`src/rtl/rf_alu_pkg.sv`:
```
// Shared types for the register-file + ALU execute unit: op codes, immediate
// select encodings, sequencer states and NZVC flag bit positions.
package rf_alu_pkg;

  typedef enum logic [1:0] {
    OP_ADD = 2'b00,
    OP_ADC = 2'b01,
    OP_SUB = 2'b10,
    OP_SBC = 2'b11
  } alu_op_e;

  typedef enum logic [1:0] {
    IMM_SEXT5  = 2'b00,
    IMM_SEXT8  = 2'b01,
    IMM_ZEXT8  = 2'b10,
    IMM_ZEXT16 = 2'b11
  } imm_sel_e;

  typedef enum logic [1:0] {
    ST_IDLE = 2'b00,
    ST_READ = 2'b01,
    ST_EXEC = 2'b10,
    ST_WB   = 2'b11
  } state_e;

  localparam int unsigned FLAG_N = 3;
  localparam int unsigned FLAG_Z = 2;
  localparam int unsigned FLAG_V = 1;
  localparam int unsigned FLAG_C = 0;

endpackage

```
`src/rtl/rf_alu_regfile.sv`:
```
// NREG x DATA_W general-purpose registers: three asynchronous read ports and
// two synchronous write ports (writeback and external), writeback has priority.
module rf_alu_regfile
  import rf_alu_pkg::*;
#(
  parameter  int unsigned DATA_W = 16,
  parameter  int unsigned NREG   = 8,
  localparam int unsigned AW     = $clog2(NREG)
) (
  input  logic              i_clk,
  input  logic              i_rst_n,
  input  logic [AW-1:0]     i_ra_addr,
  input  logic [AW-1:0]     i_rb_addr,
  input  logic [AW-1:0]     i_rc_addr,
  output logic [DATA_W-1:0] o_ra_data,
  output logic [DATA_W-1:0] o_rb_data,
  output logic [DATA_W-1:0] o_rc_data,
  input  logic              i_wb_we,
  input  logic [AW-1:0]     i_wb_addr,
  input  logic [DATA_W-1:0] i_wb_data,
  input  logic              i_ext_we,
  input  logic [AW-1:0]     i_ext_addr,
  input  logic [DATA_W-1:0] i_ext_data
);

  logic [DATA_W-1:0] r_regs [NREG];

  always_ff @(posedge i_clk) begin
    if (!i_rst_n) begin
      r_regs <= '{default: '0};
    end else begin
      for (int unsigned i = 0; i < NREG; i++) begin
        if (i_wb_we && (i_wb_addr == AW'(i))) begin
          r_regs[i] <= i_wb_data;
        end else if (i_ext_we && (i_ext_addr == AW'(i))) begin
          r_regs[i] <= i_ext_data;
        end
      end
    end
  end

  assign o_ra_data = r_regs[i_ra_addr];
  assign o_rb_data = r_regs[i_rb_addr];
  assign o_rc_data = r_regs[i_rc_addr];

endmodule

```
`src/rtl/rf_alu_exec_unit.sv`:
```
// Register file + ALU execute unit: one op per start handshake, sequenced
// IDLE -> READ -> EXEC -> WB with registered result and NZVC flags.
module rf_alu_exec_unit
  import rf_alu_pkg::*;
#(
  parameter  int unsigned DATA_W = 16,
  parameter  int unsigned NREG   = 8,
  localparam int unsigned AW     = $clog2(NREG)
) (
  input  logic              clk,
  input  logic              rst_n,
  input  logic              start,
  input  logic [1:0]        alu_ctrl,
  input  logic              b_sel,
  input  logic [1:0]        imm_sel,
  input  logic [15:0]       instr,
  input  logic [AW-1:0]     rd_addr,
  input  logic [AW-1:0]     rm_addr,
  input  logic [AW-1:0]     rn_addr,
  input  logic              wb_en,
  input  logic              flags_en,
  input  logic              ext_we,
  input  logic [AW-1:0]     ext_waddr,
  input  logic [DATA_W-1:0] ext_wdata,
  output logic              busy,
  output logic              done,
  output logic [DATA_W-1:0] alu_out,
  output logic [3:0]        nzvc,
  output logic [DATA_W-1:0] reada_data
);

  state_e            r_state;
  alu_op_e           r_op;
  logic [DATA_W-1:0] r_a, r_b, r_alu_out;
  logic [AW-1:0]     r_rd;
  logic              r_wb_en, r_flags_en, r_busy, r_done;
  logic [3:0]        r_nzvc;

  logic [DATA_W-1:0] w_rm_data, w_rn_data, w_rd_data, w_imm, w_b_op, w_res;
  logic [DATA_W:0]   w_sum;
  logic              w_cin, w_wb_we, w_unused;
  logic [3:0]        w_flags;

  assign w_wb_we = (r_state == ST_WB) && r_wb_en;

  rf_alu_regfile #(.DATA_W(DATA_W), .NREG(NREG)) u_regfile (
    .i_clk      (clk),
    .i_rst_n    (rst_n),
    .i_ra_addr  (rm_addr),
    .i_rb_addr  (rn_addr),
    .i_rc_addr  (rd_addr),
    .o_ra_data  (w_rm_data),
    .o_rb_data  (w_rn_data),
    .o_rc_data  (w_rd_data),
    .i_wb_we    (w_wb_we),
    .i_wb_addr  (r_rd),
    .i_wb_data  (r_alu_out),
    .i_ext_we   (ext_we),
    .i_ext_addr (ext_waddr),
    .i_ext_data (ext_wdata)
  );

  // Only the low byte of Rd feeds the 16-bit immediate splice.
  assign w_unused = &{1'b0, instr[15:8], w_rd_data[DATA_W-1:8]};

  always_comb begin
    w_imm = '0;
    case (imm_sel_e'(imm_sel))
      IMM_SEXT5:  w_imm = DATA_W'($signed(instr[4:0]));
      IMM_SEXT8:  w_imm = DATA_W'($signed(instr[7:0]));
      IMM_ZEXT8:  w_imm = DATA_W'(instr[7:0]);
      IMM_ZEXT16: w_imm = DATA_W'({instr[7:0], w_rd_data[7:0]});
      default:    w_imm = '0;
    endcase
  end

  // Subtraction is the add form A + ~B + cin, so C=1 means no borrow.
  always_comb begin
    w_b_op = r_b;
    w_cin  = 1'b0;
    case (r_op)
      OP_ADD: w_cin = 1'b0;
      OP_ADC: w_cin = r_nzvc[FLAG_C];
      OP_SUB: begin w_b_op = ~r_b; w_cin = 1'b1; end
      OP_SBC: begin w_b_op = ~r_b; w_cin = r_nzvc[FLAG_C]; end
      default: w_cin = 1'b0;
    endcase
    w_sum           = {1'b0, r_a} + {1'b0, w_b_op} + (DATA_W+1)'(w_cin);
    w_res           = w_sum[DATA_W-1:0];
    w_flags         = '0;
    w_flags[FLAG_N] = w_res[DATA_W-1];
    w_flags[FLAG_Z] = (w_res == '0);
    w_flags[FLAG_V] = (r_a[DATA_W-1] == w_b_op[DATA_W-1]) && (w_res[DATA_W-1] != r_a[DATA_W-1]);
    w_flags[FLAG_C] = w_sum[DATA_W];
  end

  always_ff @(posedge clk) begin
    if (!rst_n) begin
      r_state    <= ST_IDLE;
      r_op       <= OP_ADD;
      r_a        <= '0;
      r_b        <= '0;
      r_rd       <= '0;
      r_wb_en    <= 1'b0;
      r_flags_en <= 1'b0;
      r_alu_out  <= '0;
      r_nzvc     <= '0;
      r_busy     <= 1'b0;
      r_done     <= 1'b0;
    end else begin
      r_done <= 1'b0;
      case (r_state)
        ST_IDLE: begin
          if (start) begin
            r_state <= ST_READ;
            r_busy  <= 1'b1;
          end
        end
        ST_READ: begin
          r_a        <= w_rm_data;
          r_b        <= b_sel ? w_imm : w_rn_data;
          r_op       <= alu_op_e'(alu_ctrl);
          r_rd       <= rd_addr;
          r_wb_en    <= wb_en;
          r_flags_en <= flags_en;
          r_state    <= ST_EXEC;
        end
        ST_EXEC: begin
          r_alu_out <= w_res;
          if (r_flags_en) r_nzvc <= w_flags;
          r_done    <= 1'b1;
          r_state   <= ST_WB;
        end
        ST_WB: begin
          r_busy  <= 1'b0;
          r_state <= ST_IDLE;
        end
        default: r_state <= ST_IDLE;
      endcase
    end
  end

  assign busy       = r_busy;
  assign done       = r_done;
  assign alu_out    = r_alu_out;
  assign nzvc       = r_nzvc;
  assign reada_data = w_rm_data;

endmodule

```
`config.mk`:
```
export PLATFORM = sky130hd
export DESIGN_NAME = rf_alu_exec_unit
export DESIGN_NICKNAME = d
export VERILOG_FILES = /design/src/rtl/rf_alu_pkg.sv /design/src/rtl/rf_alu_regfile.sv /design/src/rtl/rf_alu_exec_unit.sv
export SDC_FILE = /design/constraint.sdc
export NUM_CORES = 1
export LEC_CHECK = 0
export CAP_MARGIN = 0
export CELL_PAD_IN_SITES_DETAIL_PLACEMENT = 0
export CELL_PAD_IN_SITES_GLOBAL_PLACEMENT = 1
export CORE_ASPECT_RATIO = 1.2
export CORE_MARGIN = 8
export CORE_UTILIZATION = 30
export CTS_CLUSTER_DIAMETER = 60
export DETAILED_ROUTE_END_ITERATION = 10
export HOLD_SLACK_MARGIN = 0.05
export PLACE_DENSITY = 0.64
export SYNTH_ARGS = -nofsm -noshare
export SYNTH_HDL_FRONTEND = slang
export SYNTH_SLANG_ARGS = --single-unit
```
`constraint.sdc`:
```
create_clock -name clk -period 8.35 [get_ports clk]
set_clock_uncertainty 0.15 [all_clocks]
set_input_delay 1.67 -clock clk [delete_from_list [all_inputs] [get_ports clk]]
set_output_delay 1.67 -clock clk [all_outputs]
set_load 0.005 [all_outputs]
```
Word-level counts from Yosys, hierarchy flattened
Cells that the tools add are included.
{ "word_totals": {"reg_bits": 191, "inputBits": 55, "word_cells": 125, "output_inout_bits": 38} }
{ "op_classes": {"n_eq_ne": 26, "n_lt_le_gt_ge": 3, "n_mux": 34, "reduce_logical": 37, "addsub": 2, "n_bitwise": 4} }
{ "op_table": {"columns": ["operator", "count"], "rows": [
  ["16-bit two-way mux", 22],
  ["16-bit binary-select mux with 3-bit select", 3],
  ["16-bit case mux with 4 select lines", 1],
  ["3-bit equality test (second input constant)", 8],
  ["1-bit logical AND", 18],
  ["2-bit nonzero test", 9],
  ["16-bit by 16-bit adder with 17-bit output", 1],
  ["17-bit by 1-bit adder with 17-bit output", 1],
  ["16-bit zero test", 1],
  ["8-bit two-way mux", 2],
  ["16-bit NOT", 1],
  ["2-bit equality test (second input constant)", 6],
  ["3-bit by 2-bit equality test with 1-bit output (second input constant)", 4],
  ["4-bit greater-or-equal comparator (second input constant)", 3],
  ["3-bit NOT with 4-bit output", 3],
  ["2-bit case mux with 4 select lines", 1],
  ["2-bit by 1-bit equality test with 1-bit output (second input constant)", 3],
  ["3-bit by 1-bit equality test with 1-bit output (second input constant)", 2],
  ["2-bit zero test", 3],
  ["3-bit zero test", 2],
  ["2-bit AND reduction", 2],
  ["2-bit OR reduction", 2],
  ["1-bit case mux with 3 select lines", 1],
  ["1-bit two-way mux", 2],
  ["other kinds (5)", 5]
]} }

Depth between registers and ports, before layout
Gate-level depths: netlist (run 1).
{ "logic_depth": {"ltp_word": 7, "depth_mapped": 13, "mapped_depth_nobuf": 11} }

Cells and area by module
Synthesis (run 1) repeated with hierarchy kept, for this count alone.
{ "unflattened": {"cells_unflattened": 1338, "area_unflattened_um2": 12727.2} }
{ "modules_own_cells": {"columns": ["mod", "n_inst", "cells_per_inst", "seq_area_each_um2", "area_per_inst_um2"], "rows": [
  ["rf_alu_regfile", 1, 922, 2562.5, 8918.6],
  ["rf_alu_exec_unit", 1, 416, 1261.2, 3808.7]
]} }

Worst setup path after synthesis (run 1)
OpenSTA, ideal clock, no wires.
{ "synth_path": {"path_type": "input to output", "start": "input port rm_addr[1]", "end": "output port reada_data[0]", "t_arrival_ns": 3.299, "setup_slack_ns": 3.231, "required_time_ns": 6.530, "cell_stages": 4, "n_path_buf": 2, "path_cell_list": "clkbuf_1 > buf_1 > mux4_2 > mux2_2"} }
{ "synth_between": {"elab_chain_len": 4} }
{ "synth_lines": {"columns": ["element", "line_no", "source"], "rows": [
  ["from (decl)", "rf_alu_exec_unit.sv:18", "input logic [AW-1:0] rm_addr,"],
  ["3-bit NOT with 4-bit output (implied by the code)", "rf_alu_regfile.sv:42", "assign o_ra_data = r_regs[i_ra_addr];"],
  ["16-bit binary-select mux with 3-bit select", "rf_alu_regfile.sv:42", null],
  ["16-bit two-way mux (implied by the code) (2 in a row)", "rf_alu_regfile.sv:42", null],
  ["to (decl)", "rf_alu_exec_unit.sv:29", "output logic [DATA_W-1:0] reada_data"]
]} }
No other way between the ends. The select of a mux whose other input is x is not followed.

Worst setup path after layout (run 1)
{ "layout_path": {"start": "input port rm_addr[1]", "end": "output port reada_data[12]"} }
The elaborated chain is that of the path after synthesis.

==> key figures, run 1 <==
Synth
  – Synth unique cells: 49
  – Post-synthesis async set-or-reset flop share: 0%
  – Top-count cell post-synth: dfxtp_1
  – Cell Area, Synth: 12000 sq um
  – Yosys top cell area share: 31.9%
  – Synthesized net count: 1265
  – Prevailing post-synth register cell: dfxtp_1
  – Synth Warn #: 0
  – Share of the yosys chip area belonging to registers: 31.9%
  – Syn_area_per_cell: 10.1 sq um
  – Ranking of synthesized cells by area: dfxtp_1 (32%), mux4_2 (15%), mux2i_1 (15%)
  – Number of flops mapped to enable cells by yosys: 0
  – Synthesis-stage register bit count: 191
  – Post-synth top area cell: dfxtp_1
  – Cell count after synthesis: 1189
  – Commonest cells post-synth: dfxtp_1 (191), mux2i_1 (174), nand2_1 (155), o211a_1 (132), clkbuf_1 (104)

Drt
  – Detailed Route Iter0 Violations: 663
  – Vias/cell: 5.35
  – Post-route DRC: 0
  – Via Count: 9240
  – Final WL: 39100 um
  – Post-route ant nets: 0
  – Pre-Repair DR Iteration Count: 5
  – Wire per inst: 22.6 um

Die
  – Die Y: 235 um
  – Initial Util: 30.2%
  – Overall die width: 198 um
  – Die area: 46600 sq um
  – Rows: 80
  – Top Ports: 93
  – Core ar.: 39600 sq um

Power
  – Pwr Total: 0.00281 W
  – Clock power frac: 29.3%
  – P_int: 0.00185 W
  – Comb power frac: 29.8%
  – Seq pwr share: 40.8%
  – PD cells: 205 nW/um^2
  – Sw power: 0.000962 W
  – Leak: 6.89 nW
  – Sw frac: 34.2%
  – Maximum VDD drop: 0.000138 V

Timing
  – Hold slack: 0.301 ns
  – Fin. Hold Viols: 0
  – Worst slew pin tran: 1.15 ns
  – Minimum clock period: 5.77 ns
  – Worst slew margin: 23.4%
  – Period utilisation layout: 69.1%
  – Unrepaired setup endpoints after global routing: no
  – Slew Limit Fails: 0
  – Peak Freq: 173 MHz
  – Setup TNS Final: 0 ns
  – Final setup viols: 0

Cells and area
  – Syn-to-layout area delta: 14.7%
  – Fill cell count: 4081
  – Share of cells above drive strength 1: 14.0%
  – Util after Layout: 34.7%
  – Layout Cells excl Fill: 1726
  – Nets: 1260
  – ANT cells: 0

Clock network
  – Clk sinks: 191
  – Post-CTS Hold Buffers: 0
  – Post-CTS setup buffers: 0
  – H-Tree Level Count: 4
  – CTS Root Buffer Type: clkbuf_16
  – CTS tree: yes
  – Cts bufs inserted: 17
  – Max Buffers Root-to-Sink: 2
  – Clock slew at reported path FFs: 0.06 ns
  – Clock latency at the later pin of the worst-skew pair: 0.45 ns
  – Count of cells resized by post-cts repair: 0

Global routing
  – Total GRT Usage: 16.7%
  – GRT overflow: 0
  – First-pass GRT wire length: 58300 um
  – Vias in the first global route: 9050
  – Antenna violations before repair: 2
  – Largest net degree at the start of global routing: 104

Worst setup path
  – CP Class: in2out
  – CP Capture Type: primary output
  – Worst-case reg-to-reg path depth: 10
  – Largest fanout on the critical path: 17
  – Crit path arrival time: 3.95 ns
  – Critical Path RT: 6.53 ns
  – Startpoint Class: input pin

Outcome
  – Status: completed

Run
  – Number of max-cap violations: 0

Worst hold path
  – Hold Crit Class: reg2reg
  – Hold depth: 2

Placed design
  – Post-DP HPWL: 25400 um
  – Port Buffer Count: 84
  – Placed cells: 1698
  – RD Place Congestion: 0.800
[critical path: stages]
cell	delay (ns)
buf_2	0.46
buf_4	0.42
mux4_2	0.56
mux2_2	0.33
clkdlybuf4s50_1	0.47
[flip-flops by register name, summed over array words and instances (netlist names)]
name              cells
alu_out              16
r_state               2
r_op                  2
nzvc                  4
done                  1
r_flags_en            1
busy                  1
u_regfile.r_regs    128
r_a                  16
r_wb_en               1
r_rd                  3
r_b                  16
[cells by family after synthesis]
group	count (synthesis)	share of synthesized area [%]
AND/OR/NAND/NOR	322	12.7
multiplexers	270	31.1
AO/OA/AOI/OAI	212	15.2
flip-flops	191	31.9
buffers and inverters	143	4.60
XOR/XNOR	30	2.19
adder cells (fa/ha/maj)	21	2.32
[power by group through the flow]
stage | registers (W) | clock network, W | logic, W
2_1_floorplan | 0.00108 | 0 | 0.000650
3_5_place_dp | 0.00117 | 0 | 0.000848
6_report | 0.00115 | 0.000825 | 0.000840
4_1_cts | 0.00115 | 0.000852 | 0.000851
3_3_place_gp | 0.00117 | 0 | 0.000843
5_1_grt | 0.00117 | 0.000882 | 0.000927
[routing by layer]
layer  vias to the layer above  share of wire (%)  GRT usage, %
met2                       217                 49          28.0
met1                      4622                 44          21.1
met5                         -              0.059             0
met4                         4                2.6          6.12
met3                        56                4.8          3.07
li1                       4341                  -             -
[cell type report]
type                       count  area (sq um)  share of cell area, %
tap                          533           667                   4.85
timing repair buffer         110          1010                   7.37
inverter                       9          33.8                  0.246
clock buffer                  22           484                   3.52
sequential                   191          3820                   27.8
multi-input combinational    855          7640                   55.6
clock inverter                 6          85.1                  0.619
[through the flow]
step                      cell area (sq um)  setup slack (ns)
final                                 13700              2.58
after global routing                  13700              2.51
after CTS                             13700              2.56
after detailed placement              13200              2.57
after global placement                13200              2.59
after floorplan                       12000              3.23
[final timing paths]
check                           slack [ns]             end  startpoint
worst max-delay path                  2.58  reada_data[12]  rm_addr[1]
worst min-delay path                  0.30         nzvc[3]     nzvc[3]
worst max register to register        3.72         nzvc[2]     r_op[1]
worst min register to register        0.30         nzvc[3]     nzvc[3]
[cells in the final DEF (no fill, tap or decap), types with 16 or more instances in the layout]
master	Yosys	layout
xor2_1	20	20
ha_1	19	18
nand2_1	155	153
nor2b_1	44	44
clkdlybuf4s50_1	0	79
nor3b_1	19	17
mux4_2	80	80
mux2_2	16	16
buf_4	1	27
nor2_1	47	47
mux2i_1	174	174
a21oi_1	30	30
clkbuf_16	0	17
o211a_1	132	132
dfxtp_1	191	191
(Power assumes the default switching activity.)
==> inputs of run 2 (changes only) <==
- PLACE_DENSITY: 0.64 -> 0.66
- clock period: 8.35 -> 5.05 ns (I/O delays scaled with it)
==> key figures, run 2 (synthesis results as in run 1) <==
Die
  – Die Y: 235 um (unchanged)
  – Core ar.: 39600 sq um (unchanged)
  – Overall die width: 198 um (unchanged)
  – Rows: 80 (unchanged)
  – Top Ports: 93 (unchanged)
  – Die area: 46600 sq um (unchanged)
  – Initial Util: 30.2% (unchanged)

Power
  – Leak: 6.93 nW (+0.53%)
  – Comb power frac: 29.9% (about the same)
  – PD cells: 338 nW/um^2 (+65%)
  – Sw power: 0.00162 W (+68%)
  – Maximum VDD drop: 0.000201 V (+46%)
  – Clock power frac: 29.7% (+0.4 points)
  – Sw frac: 34.6% (+0.39 points)
  – P_int: 0.00306 W (+65%)
  – Seq pwr share: 40.4% (-0.4 points)

Worst setup path
  – Slowest Stage Delay on Critical Path: 0.51 ns (-0.05 ns)
  – Worst r2r src: r_op[1]
  – Worst Setup SP: rm_addr[0]
  – Worst-case reg-to-reg path depth: 10 (unchanged)
  – FF-to-FF End: nzvc[2]
  – WP buf/inv: 3 (unchanged)
  – Startpoint Class: input pin
  – Largest fanout on the critical path: 12 (-5)
  – Slowest cell on crit path: mux4_2
  – CP top delay family: buffers and inverters
  – Critical Path RT: 3.89 ns (-2.64 ns)
  – Crit path arrival time: 3.01 ns (-0.94 ns)
  – R2r setup slk: 1.26 ns (-2.46 ns)
  – CP Class: in2out
  – CP Capture Type: primary output
  – Ordered cell list for the critical path: buf_2 > buf_4 > mux4_2 > mux2_2 > clkdlybuf4s50_1

Global routing
  – First-pass GRT wire length: 58100 um (-0.21%)
  – Vias in the first global route: 9169 (+1.3%)
  – GRT Max-Usage Layer: met2
  – Met2 Use GR: 28.6% (+0.56 points)
  – Met1 global-route usage: 20.3% (-0.84 points)
  – Largest net degree at the start of global routing: 105 (+0.96%)
  – GRT overflow: 0 (unchanged)
  – Met3 GRT Util: 3.33% (+0.26 points)
  – Total GRT Usage: 16.6% (-0.13 points)
  – Antenna violations before repair: 6 (+4)

Clock network
  – Post-CTS setup buffers: 0 (unchanged)
  – Cts bufs inserted: 17 (unchanged)
  – Clk sinks: 191 (unchanged)
  – Max Buffers Root-to-Sink: 2 (unchanged)
  – H-Tree Level Count: 4 (unchanged)
  – CTS Root Buffer Type: clkbuf_16
  – Post-CTS Hold Buffers: 0 (unchanged)
  – Count of cells resized by post-cts repair: 0 (unchanged)
  – Clock slew at reported path FFs: 0.06 ns (about the same)
  – Clock latency at the later pin of the worst-skew pair: 0.45 ns (about the same)
  – CTS tree: yes

Drt
  – Wire per inst: 22.4 um (-1.0%)
  – Post-route ant nets: 0 (unchanged)
  – Final WL: 38800 um (-0.61%)
  – Pre-Repair DR Iteration Count: 5 (unchanged)
  – Via Count: 9273 (+0.36%)
  – Vias/cell: 5.35 (about the same)
  – Post-route DRC: 0 (unchanged)
  – Detailed Route Iter0 Violations: 652 (-1.7%)

Cells and area
  – Fill cell count: 4012 (-1.7%)
  – Multi-input logic area: 7640 sq um (unchanged)
  – Sequential cell area: 3820 sq um (unchanged)
  – Most frequent cells in the layout: dfxtp_1 (191), mux2i_1 (174), nand2_1 (153)
  – Largest register FFs: 128 (unchanged)
  – Largest register by flop count: u_regfile.r_regs
  – Util after Layout: 34.9% (+0.18 points)
  – ANT cells: 0 (unchanged)
  – Syn-to-layout area delta: 15.3%
  – Nets: 1264 (+0.32%)
  – Share of cells above drive strength 1: 14.5% (+0.50 points)
  – Most common cell after layout, fill and taps aside: dfxtp_1

Timing
  – Setup TNS Final: 0 ns (unchanged)
  – Worst slew pin tran: 1.12 ns (-0.0268 ns)
  – Unrepaired setup endpoints after global routing: no
  – Minimum clock period: 4.17 ns
  – Worst slew margin: 25.2% (+1.8 points)
  – Fin. Hold Viols: 0 (unchanged)
  – Slew Limit Fails: 0 (unchanged)
  – Final setup viols: 0 (unchanged)
  – Hold slack: 0.300 ns (-0.000717 ns)
  – Period utilisation layout: 82.6%
  – Peak Freq: 240 MHz

Run
  – Number of max-cap violations: 0 (unchanged)

Worst hold path
  – Hold Startpoint: nzvc[3]
  – Hold endpoint: nzvc[3]
  – Hold Crit Class: reg2reg
  – Hold depth: 2 (unchanged)

Outcome
  – Status: completed

Placed design
  – Port Buffer Count: 84 (unchanged)
  – RD Place Congestion: 0.850 (+6.2%)
  – Post-DP HPWL: 25600 um (+0.80%)
==> run 2: cell types whose count changed in the layout (fill, tap and decap cells not counted), sizes merged <==
| cell | before | now |
|---|---|---|
| buf | 31 | 35 |
| clkbuf | 22 | 20 |
| clkinv | 3 | 4 |
| inv | 8 | 12 |
==> run 2: worst max path at each step <==
| stage | to | slack (ns) | cells past startpoint |
|---|---|---|---|
| floorplan | nzvc[2] | 0.80 | 13 |
| global placement | reada_data[15] | 0.86 | 5 |
| detailed placement | reada_data[0] | 0.86 | 5 |
| CTS | reada_data[0] | 0.86 | 5 |
| global route | reada_data[15] | 0.79 | 5 |
| finish | reada_data[0] | 0.88 | 5 |
==> run 2: power groups by stage <==
stage / Combinational (W) / Clock (W) / Sequential (W)
floorplan: 0.00108 / 0 / 0.00178
global placement: 0.00141 / 0 / 0.00192
detailed placement: 0.00142 / 0 / 0.00192
CTS: 0.00142 / 0.00143 / 0.00189
global route: 0.00154 / 0.00148 / 0.00191
finish: 0.00140 / 0.00139 / 0.00189
==> run 2: final cells by class <==
| type | instances | area share [%] |
|---|---|---|
| Inverter | 9 | 0.245 |
| Sequential cell | 191 | 27.7 |
| Timing Repair Buffer | 114 | 7.73 |
| Tap cell | 533 | 4.83 |
| Clock buffer | 20 | 3.31 |
| Clock inverter | 11 | 0.933 |
| Multi-Input combinational cell | 855 | 55.3 |
==> run 2: metrics by stage <==
step / setup slack [ns] / total power, W / instance area (sq um) / cells
floorplan: 0.804 / 0.00286 / 12000 / 1189
global placement: 0.859 / 0.00332 / 13200 / 1702
detailed placement: 0.862 / 0.00334 / 13200 / 1702
CTS: 0.857 / 0.00473 / 13800 / 1733
global route: 0.787 / 0.00493 / 13800 / 1733
finish: 0.881 / 0.00467 / 13800 / 1733
==> run 2: worst register-to-register path, delay by kind of cell, from the launching register on <==
kind	cells	cell delay [ns]
AND/OR/NAND/NOR	4	1.61
adder cells (fa/ha/maj)	2	0.88
XOR/XNOR	1	0.14
flip-flops	1	0.40
AO/OA/AOI/OAI	2	0.42
multiplexers	1	0.12
==> run 2: layer usage <==
metal | up-vias | wire (um)
met3 | 56 | 1990
met5 | - | 79
met1 | 4624 | 16600
met4 | 12 | 906
li1 | 4373 | -
met2 | 208 | 19200
==> inputs of run 3 (changes only) <==
- clock period: 5.05 -> 3.54 ns (I/O delays scaled with it)
==> key figures, run 3 (synthesis results as in run 1) <==
Timing
  – Minimum clock period: 3.40 ns
  – Peak Freq: 294 MHz
  – Slew Limit Fails: 0 (unchanged)
  – Worst slew margin: 34.4% (+9.2 points)
  – Worst slew pin tran: 0.984 ns (-0.139 ns)
  – Period utilisation layout: 96.2%
  – Fin. Hold Viols: 0 (unchanged)
  – Final setup viols: 0 (unchanged)
  – Final WS setup: 0.135 ns (-0.745 ns)
  – Setup TNS Final: 0 ns (unchanged)
  – Unrepaired setup endpoints after global routing: yes

Worst setup path
  – Worst path most repeated cell: or4_1
  – FF-to-FF End: nzvc[2]
  – Crit path arrival time: 3.64 ns (+0.63 ns)
  – CP Capture Type: flip-flop
  – Critical Path Sink: nzvc[2]
  – Slowest cell on crit path: or4_1
  – R2r setup slk: 0.14 ns (-1.12 ns)
  – Startpoint Class: flip-flop
  – Worst Setup SP: r_op[1]
  – Slowest Stage Delay on Critical Path: 0.54 ns (+0.03 ns)
  – Ordered cell list for the critical path: xnor2_1 > fa_2 > fa_2 > nand2b_4 > a21oi_4 > xor2_1 > or4_1 > or4_1 > or4_1 > o21ai_1
  – Largest fanout on the critical path: 4 (-8)
  – Worst-case reg-to-reg path depth: 10 (unchanged)
  – Critical Path RT: 3.77 ns (-0.12 ns)
  – CP Class: reg2reg
  – Worst r2r src: r_op[1]

Die
  – Top Ports: 93 (unchanged)
  – Die Y: 235 um (unchanged)
  – Overall die width: 198 um (unchanged)
  – Initial Util: 30.2% (unchanged)
  – Rows: 80 (unchanged)
  – Core ar.: 39600 sq um (unchanged)
  – Die area: 46600 sq um (unchanged)

Clock network
  – Clock slew at reported path FFs: 0.07 ns (about the same)
  – Clk sinks: 191 (unchanged)
  – H-Tree Level Count: 4 (unchanged)
  – CTS Root Buffer Type: clkbuf_16
  – Post-CTS Hold Buffers: 0 (unchanged)
  – Max Buffers Root-to-Sink: 2 (unchanged)
  – Post-CTS setup buffers: 0 (unchanged)
  – CTS tree: yes
  – Cts bufs inserted: 17 (unchanged)
  – Clock latency at the later pin of the worst-skew pair: 0.45 ns (about the same)

Global routing
  – First-pass GRT wire length: 58000 um (-0.33%)
  – Antenna violations before repair: 4 (-2)
  – Vias in the first global route: 9417 (+2.7%)
  – Total GRT Usage: 16.3% (-0.27 points)
  – Largest net degree at the start of global routing: 193 (+84%)
  – GRT overflow: 0 (unchanged)

Cells and area
  – Largest register by flop count: u_regfile.r_regs
  – Design Area, Final: 14200 sq um (+2.8%)
  – Most common cell after layout, fill and taps aside: dfxtp_1
  – Largest register FFs: 128 (unchanged)
  – Share of cells above drive strength 1: 16.8% (+2.3 points)
  – Nets: 1291 (+2.1%)
  – Syn-to-layout area delta: 18.5%
  – Most frequent cells in the layout: dfxtp_1 (190), mux2i_1 (174), nand2_1 (155)

Run
  – Number of max-cap violations: 0 (unchanged)

Drt
  – Wire per inst: 21.6 um (-3.5%)
  – Post-route ant nets: 0 (unchanged)
  – Detailed Route Iter0 Violations: 581 (-11%)
  – Pre-Repair DR Iteration Count: 5 (unchanged)
  – Via Count: 9347 (+0.80%)
  – Post-route DRC: 0 (unchanged)
  – Vias/cell: 5.31 (-0.80%)
  – Final WL: 38100 um (-1.9%)

Placed design
  – DP Worst Slack: -0.0273 ns (-0.890 ns)
  – Port Buffer Count: 84 (unchanged)
  – Area of placed instances: 13500 sq um (+2.0%)
  – Post-DP HPWL: 25600 um (about the same)
  – RD Place Congestion: 0.793 (-6.7%)

Power
  – Maximum VDD drop: 0.000276 V (+37%)
  – PD cells: 495 nW/um^2 (+46%)
  – Leak: 7.13 nW (+2.9%)

Outcome
  – Status: completed

Worst hold path
  – Hold Crit Class: reg2reg
==> run 3: cell count changes in the layout (fill, tap and decap cells not counted), sizes merged <==
cell / change
inv: -4
bufinv: +3
buf: +27
diode: +1
clkbuf: +2
clkinvlp: -1
==> run 3: how the worst min path moves through the flow <==
stage,start,to,cells after the start
6_report,nzvc[3],nzvc[3],2
5_1_grt,nzvc[3],nzvc[3],2
4_1_cts,nzvc[3],nzvc[3],2
3_5_place_dp,nzvc[3],nzvc[3],2
3_3_place_gp,nzvc[3],nzvc[3],2
2_1_floorplan,nzvc[3],nzvc[3],2
==> run 3: repair_timing <==
action                                  in CTS  in global routing
endpoints found under the setup margin       1                  1
resized for setup                            1                  7
cloned                                       0                  0
pin swaps                                    0                  1
==> run 3: critical path: cells and delay by family, from the launching register on <==
family          cells  cell delay (ns)
compound gates      2             0.31
xor+xnor            2             0.23
fa+ha+maj           2             0.73
flops               1             0.36
simple gates        4             1.57
==> run 3: layer usage <==
| metal | part of all wire (%) | vias to the layer above | track usage (%) |
|---|---|---|---|
| li1 | - | 4423 | - |
| met1 | 43 | 4649 | 20.3 |
| met2 | 50 | 206 | 27.8 |
| met3 | 4.1 | 63 | 2.90 |
| met4 | 2.6 | 6 | 6.14 |
| met5 | 0.11 | - | 0 |
==> run 3: per-stage QoR <==
stage,hold WS [ns],std cells,utilization [%],total power (W)
floorplan,0.301,1189,-,0.00411
global placement,0.291,1729,34.0,0.00483
finish,0.304,1761,35.8,0.00702
CTS,0.308,1760,35.7,0.00708
global route,0.332,1760,35.8,0.00742
detailed placement,0.298,1729,34.0,0.00486
==> run 3: cell type report <==
cell class	instances	area, sq um
fill	3959	25400
timing repair buffer	141	1330
antenna	1	2.50
tap	533	667
clock inverter	9	180
multi-input combinational	855	7680
inverter	9	33.8
clock buffer	22	484
sequential	191	3830
==> run 3: power by group <==
part	total [W]	switching [W]	internal, W
logic	0.00212	0.00111	0.00101
registers	0.00269	0.000313	0.00238
clock network	0.00221	0.000884	0.00133
total	0.00702	0.00231	0.00472
